[src/rtl/fetch_pkg.sv]
// Shared fetch-stage types and constants for the IF0 next-PC generator.
// The misaligned() helper is the single definition of an ADEF address.
package fetch_pkg;

  localparam logic [31:0] RESET_PC_DEFAULT   = 32'h1c00_0000;
  localparam int unsigned STEP_BYTES_DEFAULT = 8;

  typedef logic [31:0] pc_t;

  typedef enum logic [1:0] {
    BOOT      = 2'd0,
    RUN       = 2'd1,
    ADEF_HOLD = 2'd2
  } pcgen_state_t;

  // Instructions are word aligned, so any nonzero low bit is an address error.
  function automatic logic misaligned(input pc_t pc);
    return pc[1:0] != 2'b00;
  endfunction

endpackage

[src/rtl/pc_fetch_gen_if.sv]
// IF0 -> IF1/IF2 boundary: redirect/stall requests in, fetch PC pair out.
// master = PC generator, slave = the pipeline side that consumes the pair.
interface pc_fetch_gen_if;
  import fetch_pkg::*;

  logic flush_EX;
  pc_t  i_EX_target;
  logic flush_BR;
  pc_t  i_BR_target;
  logic stall_ICache;

  pc_t  o_PC1;
  pc_t  o_PC2;
  logic o_PC2_valid;
  logic o_bubble;
  logic o_adef;

  modport master (
    input  flush_EX, i_EX_target, flush_BR, i_BR_target, stall_ICache,
    output o_PC1, o_PC2, o_PC2_valid, o_bubble, o_adef
  );

  modport slave (
    output flush_EX, i_EX_target, flush_BR, i_BR_target, stall_ICache,
    input  o_PC1, o_PC2, o_PC2_valid, o_bubble, o_adef
  );
endinterface

[src/rtl/pc_next_sel.sv]
// Combinational next-PC priority mux with alignment check and FSM next-state.
// Priority in RUN: exception redirect, branch redirect, stall hold, sequential.
module pc_next_sel
  import fetch_pkg::*;
#(
  parameter int unsigned STEP_BYTES = STEP_BYTES_DEFAULT
) (
  input  pcgen_state_t state_i,
  input  logic         flush_ex_i,
  input  pc_t          ex_target_i,
  input  logic         flush_br_i,
  input  pc_t          br_target_i,
  input  logic         stall_i,
  input  pc_t          pc1_i,
  output pc_t          next_pc_o,
  output logic         next_bubble_o,
  output logic         set_adef_o,
  output logic         clr_adef_o,
  output pcgen_state_t next_state_o
);

  logic ex_mis;
  logic br_mis;
  pc_t  seq_pc;

  assign ex_mis = misaligned(ex_target_i);
  assign br_mis = misaligned(br_target_i);
  // A pair starting at bit2=1 only has one usable slot, so step 4 to realign.
  assign seq_pc = pc1_i[2] ? (pc1_i + 32'd4) : (pc1_i + 32'(STEP_BYTES));

  always_comb begin
    next_state_o = state_i;
    case (state_i)
      BOOT: next_state_o = RUN;
      RUN: begin
        if (flush_ex_i)      next_state_o = ex_mis ? ADEF_HOLD : RUN;
        else if (flush_br_i) next_state_o = br_mis ? ADEF_HOLD : RUN;
      end
      ADEF_HOLD: begin
        if (flush_ex_i && !ex_mis) next_state_o = RUN;
      end
      default: next_state_o = BOOT;
    endcase
  end

  always_comb begin
    next_pc_o     = pc1_i;
    next_bubble_o = 1'b0;
    set_adef_o    = 1'b0;
    clr_adef_o    = 1'b0;
    case (state_i)
      BOOT: begin
        next_pc_o     = pc1_i;
        next_bubble_o = 1'b0;
      end
      RUN: begin
        if (flush_ex_i) begin
          next_pc_o     = ex_target_i;
          next_bubble_o = ex_mis;
          set_adef_o    = ex_mis;
          clr_adef_o    = !ex_mis;
        end else if (flush_br_i) begin
          next_pc_o     = br_target_i;
          next_bubble_o = br_mis;
          set_adef_o    = br_mis;
        end else if (!stall_i) begin
          next_pc_o = seq_pc;
        end
      end
      ADEF_HOLD: begin
        next_bubble_o = 1'b1;
        if (flush_ex_i) begin
          next_pc_o     = ex_target_i;
          next_bubble_o = ex_mis;
          set_adef_o    = ex_mis;
          clr_adef_o    = !ex_mis;
        end
      end
      default: next_bubble_o = 1'b1;
    endcase
  end

endmodule

[src/rtl/pc_fetch_gen.sv]
// IF0 next-PC generator: holds the FSM state and the registered fetch pair.
// All selection logic lives in pc_next_sel; this level is flops only.
module pc_fetch_gen
  import fetch_pkg::*;
#(
  parameter pc_t         RESET_PC   = RESET_PC_DEFAULT,
  parameter int unsigned STEP_BYTES = STEP_BYTES_DEFAULT
) (
  input  logic               clk,
  input  logic               rstn,
  pc_fetch_gen_if.master     fetch
);

  pcgen_state_t state_q, state_d;
  pc_t          pc1_q, pc2_q, pc1_d;
  logic         pc2_valid_q, bubble_q, adef_q;
  logic         bubble_d, adef_d;
  logic         set_adef, clr_adef;

  pc_next_sel #(
    .STEP_BYTES (STEP_BYTES)
  ) u_next_sel (
    .state_i       (state_q),
    .flush_ex_i    (fetch.flush_EX),
    .ex_target_i   (fetch.i_EX_target),
    .flush_br_i    (fetch.flush_BR),
    .br_target_i   (fetch.i_BR_target),
    .stall_i       (fetch.stall_ICache),
    .pc1_i         (pc1_q),
    .next_pc_o     (pc1_d),
    .next_bubble_o (bubble_d),
    .set_adef_o    (set_adef),
    .clr_adef_o    (clr_adef),
    .next_state_o  (state_d)
  );

  // Clear takes precedence: an aligned exception redirect always drops ADEF.
  assign adef_d = clr_adef ? 1'b0 : (set_adef ? 1'b1 : adef_q);

  always_ff @(posedge clk or negedge rstn) begin
    if (!rstn) state_q <= BOOT;
    else       state_q <= state_d;
  end

  always_ff @(posedge clk or negedge rstn) begin
    if (!rstn) begin
      pc1_q       <= RESET_PC;
      pc2_q       <= RESET_PC + 32'd4;
      pc2_valid_q <= 1'b0;
      bubble_q    <= 1'b1;
      adef_q      <= 1'b0;
    end else begin
      pc1_q       <= pc1_d;
      pc2_q       <= pc1_d + 32'd4;
      pc2_valid_q <= ~pc1_d[2] & ~bubble_d;
      bubble_q    <= bubble_d;
      adef_q      <= adef_d;
    end
  end

  assign fetch.o_PC1       = pc1_q;
  assign fetch.o_PC2       = pc2_q;
  assign fetch.o_PC2_valid = pc2_valid_q;
  assign fetch.o_bubble    = bubble_q;
  assign fetch.o_adef      = adef_q;

endmodule

[src/flat_wrapper.sv]
// flat-port wrapper written by rule: the top's interface ports become plain ports
module pc_fetch_gen_flat import fetch_pkg::*;
#(
  parameter pc_t         RESET_PC   = RESET_PC_DEFAULT,
  parameter int unsigned STEP_BYTES = STEP_BYTES_DEFAULT
)
  (clk, rstn, fetch_flush_EX, fetch_i_EX_target, fetch_flush_BR, fetch_i_BR_target, fetch_stall_ICache, fetch_o_PC1, fetch_o_PC2, fetch_o_PC2_valid, fetch_o_bubble, fetch_o_adef);
  pc_fetch_gen_if fetch_i ();
  input  logic clk;
  input  logic rstn;
  input wire logic [$bits(fetch_i.flush_EX)-1:0] fetch_flush_EX;
  input wire logic [$bits(fetch_i.i_EX_target)-1:0] fetch_i_EX_target;
  input wire logic [$bits(fetch_i.flush_BR)-1:0] fetch_flush_BR;
  input wire logic [$bits(fetch_i.i_BR_target)-1:0] fetch_i_BR_target;
  input wire logic [$bits(fetch_i.stall_ICache)-1:0] fetch_stall_ICache;
  output wire logic [$bits(fetch_i.o_PC1)-1:0] fetch_o_PC1;
  output wire logic [$bits(fetch_i.o_PC2)-1:0] fetch_o_PC2;
  output wire logic [$bits(fetch_i.o_PC2_valid)-1:0] fetch_o_PC2_valid;
  output wire logic [$bits(fetch_i.o_bubble)-1:0] fetch_o_bubble;
  output wire logic [$bits(fetch_i.o_adef)-1:0] fetch_o_adef;
  assign fetch_i.flush_EX = fetch_flush_EX;
  assign fetch_i.i_EX_target = fetch_i_EX_target;
  assign fetch_i.flush_BR = fetch_flush_BR;
  assign fetch_i.i_BR_target = fetch_i_BR_target;
  assign fetch_i.stall_ICache = fetch_stall_ICache;
  assign fetch_o_PC1 = fetch_i.o_PC1;
  assign fetch_o_PC2 = fetch_i.o_PC2;
  assign fetch_o_PC2_valid = fetch_i.o_PC2_valid;
  assign fetch_o_bubble = fetch_i.o_bubble;
  assign fetch_o_adef = fetch_i.o_adef;
  pc_fetch_gen #(.RESET_PC(RESET_PC), .STEP_BYTES(STEP_BYTES)) u_core (.clk(clk), .rstn(rstn), .fetch(fetch_i));
endmodule
[config.mk]
export PLATFORM = sky130hd
export DESIGN_NAME = pc_fetch_gen_flat
export DESIGN_NICKNAME = d
export VERILOG_FILES = /design/src/rtl/fetch_pkg.sv /design/src/rtl/pc_fetch_gen_if.sv /design/src/rtl/pc_next_sel.sv /design/src/rtl/pc_fetch_gen.sv /design/src/flat_wrapper.sv
export SDC_FILE = /design/constraint.sdc
export NUM_CORES = 1
export LEC_CHECK = 0
export CORE_ASPECT_RATIO = 0.6
export CORE_MARGIN = 2
export CORE_UTILIZATION = 45
export CTS_CLUSTER_SIZE = 10
export DETAILED_ROUTE_END_ITERATION = 8
export HOLD_SLACK_MARGIN = 0.08
export PLACE_DENSITY = 0.87
export REMOVE_ABC_BUFFERS = 1
export SYNTH_ARGS = -nofsm -noshare
export SYNTH_HDL_FRONTEND = slang
export SYNTH_SLANG_ARGS = --single-unit
[constraint.sdc]
create_clock -name clk -period 9.3 [get_ports clk]
set_input_delay 1.395 -clock clk [delete_from_list [all_inputs] [get_ports clk]]
set_output_delay 1.395 -clock clk [all_outputs]
set_load 0.01 [all_outputs]
==> impl_metrics.tcl, run 1 <==
set metrics [dict create \
    max_freq_mhz 198 \
    ys_async_sr_fraction 1.00 \
    drive_above_1_share 0.0749 \
    crit_type "input pin to flop" \
    ctsHoldBuffers 0 \
    cp_top_family "simple AND/OR/NAND/NOR gates" \
    cts.htree.levels 3 \
    num_vias 5045 \
    pin_count 136 \
    finalMaxSlewViolations 0 \
    antennaDiodeCount 0 \
    fin_tns_setup_ns 0 \
    hold_path_class "flop to flop" \
    wl_per_cell_um 21.8 \
    synth.avg_cell_area_um2 8.79 \
    cp_common_cell "o221ai_1" \
    cts_made_buffers 9 \
    rows 28 \
    yosysWarnings 0 \
    synth_compound_area_frac 0.233 \
    synth_top_family_by_area "simple AND/OR/NAND/NOR gates" \
    synth.largest_area_cell "dfrtp_1" \
    cp_max_fo 42 \
    ys_seq_area_frac 0.368 \
    syn_area_mm2 0.00459 \
    preCtsSetupSlack_ns 4.12 \
    path_buf_inv 2 \
    dieHeight_um 82.2 \
    fp.dieW_um 134 \
    worst_pin_slew_ns 0.981 \
    setup_ws_ns 4.25 \
    grt_start_max_net_pins 68 \
    clk_pin_slew_ns 0.06 \
    critPathMaxStageDelay_ns 0.85 \
    synthMuxAreaShare 0.0232 \
    vias_per_cell 6.50 \
    end_kind "flop" \
    yosysMostFrequentCell "dfrtp_1" \
    nets 711 \
    finalCriticalPeriod_ns 5.05 \
    syn_inst 522 \
    fillerInstances 825 \
    cts-resized-gates 0 \
    dp_hpwl_um 11900 \
    p_leak_uw 0.00244 \
    synth_xor_xnor_area_share 0.0630 \
    postRouteAntennaNets 0 \
    drv_cap 0 \
    multi_input_area_mm2 0.00265 \
    grt_pass1_wl_um 26100 \
    synth_ff_type "dfrtp_1" \
    yosys-top-cells-area "dfrtp_1 (32%), dfstp_2 (4.6%), xnor2_1 (4.6%)" \
    grt.total_usage 0.310 \
    cts_tree "yes" \
    root_buffer "clkbuf_16" \
    yosys.area_share.simple 0.242 \
    drc 0 \
    die_area_mm2 0.0110 \
    post_cts_buffers 0 \
    grt_overflow 0 \
    slew_headroom 0.340 \
    ir_drop_mv 0.169 \
    status "complete, no violations" \
    synth_top_area_frac 0.322 \
    powerDensity_mw_per_mm2 301 \
    grt_antenna_before_repair 0 \
    cts_sinks 67 \
    crit_path_start_kind "input pin" \
    syn_to_final_growth_pct 36.5 \
    finalSetupViolCount 0 \
    synth_cell_types 74 \
    hold_viol 0 \
    slowest_stage "nor2b_1" \
    rsz0062_at_grt "no" \
    globalplace.congestion 0.965 \
    post-route-period-util 0.543 \
    drt-total-wl_um 16900 \
    synth_edf_count 0 \
    arrival_ns 5.31 \
    grt_pass1_vias 4818 \
    synth_adder_area_share 0.0164 \
    seqCellArea_mm2 0.00169 \
    yosys-top-cells-count "dfrtp_1 (59), nand2_1 (49), a21oi_1 (31), nor2_1 (31), nand3_1 (28)" \
    cp_cell_sequence "clkdlybuf4s50_1 > buf_4 > nor2b_1 > a22oi_1 > o221ai_1 > o221ai_1 > nor3b_1 > and3_1 > nand3_1 > xnor2_1" \
    drtIter0Drc 806 \
    cts_buffer_depth 2 \
    worstSkewPairLatency_ns 0.33 \
    cp.required_ns 9.56 \
    fin_skew_ns 0.00534 \
    io_buffers 135 \
    initial_utilization 0.465 \
    drt-pass1-iter-count 6 \
    ys_seq_elements 67 \
    core-area_mm2 0.00988 \
]
## layer usage
layer	wire, µm	vias to the layer above	GRT usage
met5	0	-	0
met4	449	0	0.0968
met3	2530	64	0.107
met2	6980	419	0.465
met1	6960	2385	0.422
li1	-	2177	-
## cell families (layout without fill, tap and decap cells)
family / count (synthesis) / in the layout
buf+inv: 59 / 178
mux: 10 / 10
flops: 67 / 67
xor+xnor: 33 / 33
simple gates: 201 / 201
fa+ha+maj: 6 / 6
compound gates: 146 / 146
## per-stage QoR
stage | instance area [µm²] | util | hold slack, ns | total power [µW] | std cells
6_report | 6260 | 0.634 | 0.502 | 1880 | 776
5_1_grt | 6260 | 0.634 | 0.508 | 1980 | 776
4_1_cts | 6260 | 0.634 | 0.500 | 1860 | 776
3_5_place_dp | 5970 | 0.604 | 0.488 | 1500 | 760
3_3_place_gp | 5970 | 0.604 | 0.476 | 1480 | 760
2_1_floorplan | 4410 | - | 0.497 | 1060 | 484
## layout make-up
cell class	instances	area share
clock inverters	7	0.0110
clock buffers	9	0.0360
well taps	135	0.0270
inverters	21	0.0126
flip-flops and latches	67	0.269
multi-input cells	396	0.423
repair buffers	141	0.221
## power by group
part | leakage (µW) | switching (µW) | internal (µW)
logic | 0.00145 | 587 | 441
clock network | 0.000141 | 132 | 206
registers | 0.000848 | 108 | 410
total | 0.00244 | 827 | 1060
## registers in the layout, indices dropped and copies added, names as in the netlist, named ones only
| register | count |
|---|---|
| u_core.fetch.o_bubble | 1 |
| u_core.state_q | 2 |
| u_core.fetch.o_adef | 1 |
| u_core.fetch.o_PC2 | 30 |
| u_core.fetch.o_PC2_valid | 1 |
| u_core.fetch.o_PC1 | 30 |
## worst paths after layout
| kind | depth (start not counted) | slack (ns) | start | end |
|---|---|---|---|---|
| setup / recovery | 10 | 4.25 | fetch_flush_BR | u_core.fetch.o_PC2[26] |
| hold / removal | 1 | 0.50 | u_core.fetch.o_adef | u_core.fetch.o_adef |
| setup reg to reg | 11 | 5.01 | u_core.state_q[1] | u_core.fetch.o_PC2[26] |
| hold reg to reg | 1 | 0.50 | u_core.fetch.o_adef | u_core.fetch.o_adef |
| max in group asynchronous | 2 | 7.47 | rstn | u_core.fetch.o_PC2[21] |
| min in group asynchronous | 2 | 1.27 | rstn | u_core.fetch.o_PC1[30] |
## cells in the final DEF, fill, tap and decap left out, types with 5 or more instances in the layout
cell / count
a22oi_1: 10
o31ai_1: 5
nor3_1: 11
nor4_1: 5
buf_4: 6
inv_1: 20
ha_1: 6
dfstp_2: 8
and3_1: 5
a22o_1: 6
nand4b_1: 7
nor2b_1: 7
o21ai_0: 20
dfrtp_1: 59
nand4_1: 11
clkbuf_16: 9
a21oi_1: 31
nor2_1: 31
mux2i_1: 5
xnor2_1: 24
a21o_1: 6
nand2_1: 49
nand3_1: 28
clkdlybuf4s50_1: 133
o221ai_1: 8
mux2_2: 5
nand3b_1: 5
o211ai_1: 6
xor2_1: 9
nand2b_1: 10
No activity file was read; power rests on OpenSTA's default activity.
==> run 2: changes to the inputs <==
--- a/config.mk
+++ b/config.mk
@@ -7,11 +7,11 @@
 export LEC_CHECK = 0
 export CORE_ASPECT_RATIO = 0.6
 export CORE_MARGIN = 2
-export CORE_UTILIZATION = 45
+export CORE_UTILIZATION = 44
 export CTS_CLUSTER_SIZE = 10
 export DETAILED_ROUTE_END_ITERATION = 8
 export HOLD_SLACK_MARGIN = 0.08
-export PLACE_DENSITY = 0.87
+export PLACE_DENSITY = 0.88
 export REMOVE_ABC_BUFFERS = 1
 export SYNTH_ARGS = -nofsm -noshare
 export SYNTH_HDL_FRONTEND = slang
==> constraint.sdc (replaced) <==
create_clock -name clk -period 4.1 [get_ports clk]
set_input_delay 0.615 -clock clk [delete_from_list [all_inputs] [get_ports clk]]
set_output_delay 0.615 -clock clk [all_outputs]
set_load 0.01 [all_outputs]
==> impl_metrics.tcl, run 2 (same netlist as run 1, synthesis figures left out) <==
set metrics [dict create \
    status "complete, no violations" \
    postRouteAntennaNets 0 \
    cts_sinks 67 \
    cts_tree "yes" \
    drc 0 \
    cts-resized-gates 0 \
    grt_pass1_vias 4774 \
    wl_per_cell_um 21.5 \
    drt-pass1-iter-count 5 \
    grt.total_usage 0.300 \
    vias_per_cell 6.40 \
    fin_tns_setup_ns 0 \
    die_area_mm2 0.0113 \
    drt-total-wl_um 17100 \
    cts_buffer_depth 2 \
    grt-busiest-layer "met1" \
    drv_cap 0 \
    critical_path.endpoint "u_core.fetch.o_PC2[28]" \
    io_buffers 135 \
    grt.met1_usage 0.444 \
    globalplace.congestion 0.977 \
    finalCriticalPeriod_ns 3.78 \
    rows 28 \
    end_kind "flop" \
    num_vias 5079 \
    finalMaxSlewViolations 0 \
    finalSetupViolCount 0 \
    r2r_start "u_core.state_q[0]" \
    rrSetupSlack_ns 0.32 \
    comb_power_share 0.552 \
    crit_path_start "u_core.state_q[0]" \
    ctsHoldBuffers 0 \
    cp_common_cell "nand4_1" \
    critPathMaxStageDelay_ns 0.59 \
    worstSkewPairLatency_ns 0.34 \
    cts.htree.levels 3 \
    max_freq_mhz 265 \
    fp.dieW_um 136 \
    cp_max_fo 14 \
    crit_path_start_kind "flop" \
    p_int_uw 2530 \
    drive_above_1_share 0.0986 \
    grt_pass1_wl_um 26300 \
    grt_overflow 0 \
    dieHeight_um 83.1 \
    arrival_ns 4.04 \
    fin_skew_ns 0.00436 \
    p_leak_uw 0.00254 \
    swShare 0.431 \
    cp.required_ns 4.36 \
    grt_antenna_before_repair 0 \
    ir_drop_mv 0.311 \
    cp_cell_sequence "inv_1 > ha_1 > buf_4 > nand4bb_1 > nand3_1 > nand2_1 > o22ai_1 > nand4_1 > nor3b_2 > nand4_1 > xnor2_1" \
    pin_count 136 \
    slowest_stage "ha_1" \
    hold_viol 0 \
    dp_hpwl_um 12500 \
    grtUsageMet2 0.422 \
    slew_headroom 0.308 \
    drtIter0Drc 727 \
    worst_pin_slew_ns 1.03 \
    clkPwrFrac 0.183 \
    grt_start_max_net_pins 43 \
    rr_worst_depth 11 \
    hold_path_class "input pin to async pin" \
    root_buffer "clkbuf_16" \
    initial_utilization 0.460 \
    syn_to_final_growth_pct 40.0 \
    rsz0062_at_grt "no" \
    power_switching_uw 1920 \
    final_common_cell "clkdlybuf4s50_1" \
    antennaDiodeCount 0 \
    core-area_mm2 0.00998 \
    clk_pin_slew_ns 0.05 \
    post-route-util 0.643 \
    post-route-period-util 0.922 \
    post_cts_buffers 0 \
    crit_type "flop to flop" \
    seqPwrFrac 0.265 \
    cts_made_buffers 9 \
    met3_usage 0.0867 \
    layout_common_cells "clkdlybuf4s50_1 (133), dfrtp_1 (59), nand2_1 (49)" \
    powerDensity_mw_per_mm2 693 \
    nets 729 \
    reg2reg_to "u_core.fetch.o_PC2[28]" \
]
==> run 2: changes by cell type in the layout (fill, tap and decap cells not counted) <==
cell	delta
buf_12	+1
buf_4	+17
bufinv_16	+1
clkbuf_1	+1
clkinv_2	+1
clkinv_4	-1
clkinvlp_4	-2
==> run 2: through the flow <==
step | total power [µW] | std cells | setup WS, ns | hold slack, ns | area (µm²)
floorplan | 2400 | 484 | 0.896 | 0.319 | 4410
global placement | 3470 | 778 | 0.502 | 0.493 | 6120
detailed placement | 3540 | 778 | 0.405 | 0.501 | 6120
CTS | 4380 | 794 | 0.484 | 0.340 | 6420
global route | 4660 | 794 | 0.0449 | 0.378 | 6420
finish | 4450 | 794 | 0.319 | 0.323 | 6420
==> run 2: critical path: cells and delay by family, from the launching register on <==
| kind | cells | cell delay (ns) |
|---|---|---|
| AND/OR/NAND/NOR | 6 | 1.81 |
| AO/OA/AOI/OAI | 1 | 0.34 |
| XOR/XNOR | 1 | 0.21 |
| buffers and inverters | 2 | 0.36 |
| flip-flops | 1 | 0.40 |
| adder cells (fa/ha/maj) | 1 | 0.59 |
==> run 2: power by group through the flow <==
stage	logic [µW]	registers [µW]	clock network [µW]
CTS	2390	1170	821
finish	2460	1180	814
detailed placement	2360	1180	0
floorplan	1180	1220	0
global route	2600	1200	851
global placement	2300	1170	0
==> run 2: area by class of cell <==
cell class,instances,area [µm²]
clock buffer,10,229
clock inverter,6,80.1
fill,825,3560
inverter,21,78.8
multi-input combinational,396,2650
sequential,67,1690
tap,135,169
timing repair buffer,159,1530
==> run 2: routing by layer <==
metal	wire length, µm	vias to the layer above
li1	-	2217
met4	332	0
met5	0	-
met2	7080	409
met1	7210	2410
met3	2480	43
==> run 2: worst min-delay path by stage <==
stage                              startpoint                        to  slack, ns
final                                    rstn  u_core.fetch.o_PC2_valid       0.32
after global routing                     rstn  u_core.fetch.o_PC2_valid       0.38
after CTS                                rstn  u_core.fetch.o_PC2_valid       0.34
after detailed placement  u_core.fetch.o_adef       u_core.fetch.o_adef       0.50
after global placement    u_core.fetch.o_adef       u_core.fetch.o_adef       0.49
after floorplan                          rstn                 async pin       0.32
